$ cat src/rtl/audio_i2s_tx.sv
// I2S serializer in the audio_mclk domain: divides MCLK into SCLK, frames L/R slots on LRCK, shifts MSB-first data.
// Define AUDIO_MONO_MIX_EN to send the floor-average of L and R in both slots instead of stereo pass-through.
module audio_i2s_tx #(
    parameter int unsigned SCLK_DIV  = 4,
    parameter int unsigned SLOT_BITS = 32,
    parameter int unsigned DATA_W    = 16
) (
    input  logic              audio_mclk,
    input  logic              reset,
    input  logic [DATA_W-1:0] audio_l,
    input  logic [DATA_W-1:0] audio_r,
    output logic              audio_sclk,
    output logic              audio_lrck,
    output logic              audio_dac,
    output logic              sample_req
);

    localparam int unsigned MW = (SCLK_DIV > 2) ? $clog2(SCLK_DIV) : 1;
    localparam int unsigned BW = $clog2(2 * SLOT_BITS);

    logic [MW-1:0]     mclk_cnt;
    logic [MW-1:0]     mclk_nxt;
    logic [BW-1:0]     bit_cnt;
    logic [BW-1:0]     bit_nxt;
    logic [BW-1:0]     pos_nxt;
    logic              fall;
    logic              frame_start;
    logic              lrck_nxt;
    logic              dac_nxt;
    logic [DATA_W-1:0] hold_l;
    logic [DATA_W-1:0] hold_r;
    logic [DATA_W-1:0] latch_l;
    logic [DATA_W-1:0] latch_r;
    logic [DATA_W-1:0] cur;

`ifdef AUDIO_MONO_MIX_EN
    logic signed [DATA_W:0] mix_sum;

    always_comb begin
        mix_sum = $signed({audio_l[DATA_W-1], audio_l}) + $signed({audio_r[DATA_W-1], audio_r});
        latch_l = DATA_W'(mix_sum >>> 1);
        latch_r = latch_l;
    end
`else
    always_comb begin
        latch_l = audio_l;
        latch_r = audio_r;
    end
`endif

    always_comb begin
        fall        = (mclk_cnt == MW'(SCLK_DIV - 1));
        mclk_nxt    = fall ? '0 : mclk_cnt + 1'b1;
        bit_nxt     = (bit_cnt == BW'(2 * SLOT_BITS - 1)) ? '0 : bit_cnt + 1'b1;
        frame_start = fall && (bit_nxt == '0);
        lrck_nxt    = (bit_nxt >= BW'(SLOT_BITS));
        pos_nxt     = lrck_nxt ? bit_nxt - BW'(SLOT_BITS) : bit_nxt;
        // At frame start pos_nxt is 0, so reading the old hold registers here is safe.
        cur         = lrck_nxt ? hold_r : hold_l;
        dac_nxt     = 1'b0;
        for (int unsigned i = 1; i <= DATA_W; i++) begin
            if (pos_nxt == BW'(i)) begin
                dac_nxt = cur[DATA_W - i];
            end
        end
    end

    always_ff @(posedge audio_mclk or posedge reset) begin
        if (reset) begin
            mclk_cnt   <= '0;
            bit_cnt    <= BW'(2 * SLOT_BITS - 1);
            audio_sclk <= 1'b0;
            audio_lrck <= 1'b1;
            audio_dac  <= 1'b0;
            sample_req <= 1'b0;
            hold_l     <= '0;
            hold_r     <= '0;
        end else begin
            mclk_cnt   <= mclk_nxt;
            audio_sclk <= (mclk_nxt >= MW'(SCLK_DIV / 2));
            sample_req <= frame_start;
            if (fall) begin
                bit_cnt    <= bit_nxt;
                audio_lrck <= lrck_nxt;
                audio_dac  <= dac_nxt;
            end
            if (frame_start) begin
                hold_l <= latch_l;
                hold_r <= latch_r;
            end
        end
    end

endmodule

$ cat config.mk
export PLATFORM = sky130hd
export DESIGN_NAME = audio_i2s_tx
export DESIGN_NICKNAME = d
export VERILOG_FILES = /design/src/rtl/audio_i2s_tx.sv
export SDC_FILE = /design/constraint.sdc
export NUM_CORES = 1
export LEC_CHECK = 0
export CORE_UTILIZATION = 55
export DETAILED_ROUTE_END_ITERATION = 7
export PLACE_DENSITY_LB_ADDON = 0.12
export SLEW_MARGIN = 40
export SYNTH_ARGS = -nofsm -noshare
export SYNTH_HDL_FRONTEND = slang
export SYNTH_SLANG_ARGS = --single-unit
$ cat constraint.sdc
create_clock -name audio_mclk -period 5 [get_ports audio_mclk]
set_clock_uncertainty 0.05 [all_clocks]
set_input_delay 1 -clock audio_mclk [delete_from_list [all_inputs] [get_ports audio_mclk]]
set_output_delay 1 -clock audio_mclk [all_outputs]
set_load 0.05 [all_outputs]
==> summary.txt <==
CTS
  • # resized after CTS: 0
  • CTS clk-pin slew, worst paths: roughly 80 ps
  • Hold buffers post-CTS: 0
  • Htree depth: 2
  • Post-CTS Setup Repair Bufs: 0
  • CTS tree: done
  • Clock tree buffer depth: 2
  • CTS buffer count: 5
  • Root buf cell: clkbuf_8
  • Clock Latency Late Sink: about 300 ps
  • Clk sink count: 43

Layout
  • Diode count: 0
  • Fill count: approximately 320
  • Share of layout cells above drive strength 1: between 20 and 25%
  • Commonest non-fill, non-tap cells in the layout: clkdlybuf4s50_1 (37), dfrtp_1 (36), mux2_2 (32), nand2_1 (18), o21ai_0 (12)
  • Layout area overhead: 19.6%
  • Most common cell after layout, fill and taps aside: clkdlybuf4s50_1
  • Post-Layout Cell Count: 314
  • Nets@finish: 303

Outcome
  • Outcome: complete, no violations

STA
  • Final Critical Period: roughly 3300 ps
  • Final setup violation count: 0
  • Hold Slack: roughly 400 ps
  • Fin Setup TNS: 0 ps
  • Final Max Slew Viols: 0
  • Fin worst setup slack: 1670 ps
  • Worst Tran Pin Value: approximately 570 ps
  • Relative slew margins: between 60 and 70%
  • RSZ-0062 raised after global routing: no
  • Final period util: 66.5%
  • Final hold violations: 0
  • Highest clock rate: ~300 MHz

Power
  • P per Cell Area: roughly 200 nW/um^2
  • Lkg Pwr: 1.28 nW
  • Sequential Power Share: a little under 60%
  • Pint: 468 uW
  • Sw Ratio: a little over a fifth
  • Clock share of power: a little over a third
  • Max IR drop VDD: approximately 0.16 mV
  • Combinational fraction of design power: between 5 and 6%
  • Sw power: ~130 uW

Global routing
  • M3 GR Usage: a little under 7%
  • Met2 GRT Util: between 30% and 40%
  • Maximum number of pins on one net before global-route repair: 44
  • Gr usage total: about a quarter
  • GRT overflow: 0
  • GR met1 Demand/Resource: between 30% and 40%
  • Vias in the first global route: roughly 1800
  • First-pass GRT wire length: about 8.3 mm
  • GRT busiest layer: met2
  • Antenna violations before repair: 0

Critical path
  • Crit path cell chain: ha_1 -> a21oi_2 -> o21a_2 -> nor2_4 -> nand3_1 -> nor3_4 -> buf_4 -> mux2_2
  • Arr. time, crit path: roughly 3500 ps
  • Critical-path top delay cell: dfstp_2
  • Startpoint types: register
  • Setup CP Type: reg2reg
  • Worst path max stage delay: approximately 670 ps
  • Cell family with the largest share of critical-path delay: simple AND/OR/NAND/NOR gates
  • Crit path buf inv count: 1
  • Critical path peak fanout: 15
  • Setup crit end kind: register
  • Worst EP required: about 5000 ps

Floorplan
  • Die extent in y: roughly 69 um
  • Core area: 4140 sq um
  • Ports: 38
  • Die X: just under 70 um
  • # rows: 23
  • Die Area: ~4800 sq um
  • Initial Utilization: 59.5%

Place
  • Quantity of I/O buffers inserted on ports: 37
  • Pre-CTS setup slack: roughly 1700 ps
  • Dpl cells: between 300 and 400
  • GP Congestion: slightly above 0.9
  • Final HPWL DP: between 3 and 4 mm

Synthesis
  • Net Count, Synth: 270
  • YS warnings: 0
  • Syn Area/Cell: 10.7 sq um
  • Primary FF master, synth: dfrtp_1
  • Yosys top cell area share: around 37%
  • Post-synth EDFFs: 0
  • Mapped Area: around 2500 sq um
  • Seq/Total Area, Yosys: 44.0%
  • Number of synthesized register bits: 43
  • Top post-synthesis cells by area: dfrtp_1 (37%), mux2_2 (15%), dfstp_2 (7.5%), ha_1 (3.0%), nand2_1 (2.7%)
  • Synth area leader: dfrtp_1
  • Post-synth ARST share: 100%
  • Cell count after synthesis: 230
  • Number of unique standard cell types used by synthesis: 53

Detailed routing
  • Per-cell routed wire length: about 17 um
  • Drt total wl: 5.24 mm
  • DR pass1 iterations: 4
  • Final ANT Viol Nets: 0
  • DRC: 0
  • Routed vias/inst: about 6.1
  • DR iter-0 viols: ~150
  • Vias: roughly 1900

Hold path
  • HP Class: reg2reg

Job
  • Max-cap viol count: 0
-- power groups by stage --
| stage | clock (mW) | combinational [mW] | sequential [mW] |
|---|---|---|---|
| after floorplan | 0 | 0.00527 | 0.354 |
| after global placement | 0 | 0.0329 | 0.354 |
| after detailed placement | 0 | 0.0331 | 0.354 |
| after CTS | 0.217 | 0.0332 | 0.348 |
| after global routing | 0.234 | 0.0359 | 0.348 |
| final | 0.213 | 0.0328 | 0.348 |
-- synthesized netlist by cell type (6+ instances only) --
cell type / n
nand2_1: 18
o21ai_0: 12
inv_1: 8
dfstp_2: 7
ha_1: 6
nand3_1: 10
dfrtp_1: 36
clkbuf_1: 8
nor2_1: 7
mux2_2: 32
a21oi_1: 9
mux2i_1: 6
-- cell families (layout without fill, tap and decap cells) --
group,Yosys count,count (layout),synth area share [%]
flops,43,43,44.0
buf+inv,23,57,4.26
fa+ha+maj,6,6,3.05
simple gates,61,61,14.0
mux,40,40,18.1
compound gates,54,54,15.5
xor+xnor,3,3,1.07
-- path summary, 6_finish.rpt --
path | start | endpoint | slack, ps | cells after the start
max in group asynchronous | reset | bit_cnt[4] | 3440 | 3
min reg2reg | mclk_cnt[0] | mclk_cnt[0] | 400 | 1
max | bit_cnt[0] | hold_l[8] | 1670 | 8
max reg2reg | bit_cnt[0] | hold_l[8] | 1670 | 8
min | mclk_cnt[0] | mclk_cnt[0] | 400 | 1
min in group asynchronous | reset | hold_r[14] | 1080 | 3
-- through the flow --
stage / power (mW) / cell area (sq um) / utilization, %
after floorplan: 0.360 / 2460 / -
after global placement: 0.387 / 2850 / 68.7
after detailed placement: 0.387 / 2860 / 68.9
after CTS: 0.598 / 2940 / 71.0
after global routing: 0.617 / 2950 / 71.2
final: 0.593 / 2950 / 71.2
-- state kept, by name (all words and copies together), names as in the netlist --
register    count
hold_l         16
hold_r         16
bit_cnt         6
audio_dac       1
audio_lrck      1
audio_sclk      1
mclk_cnt        1
sample_req      1
-- per-layer routing --
layer,vias up,routed length (um)
li1,917,-
met1,934,2290
met2,67,2520
met3,9,343
met4,0,86
met5,-,0
-- cell type report --
type                            count  area (sq um)  share of cell area, %
Multi-Input combinational cell    164          1280                   43.5
Sequential cell                    43          1080                   36.8
Timing Repair Buffer               41           404                   13.7
Clock buffer                        6          72.6                   2.46
Tap cell                           50          62.6                   2.12
Inverter                            8          30.0                   1.02
Clock inverter                      2          12.5                  0.424
Note: power is estimated with default switching activity, not from simulation.
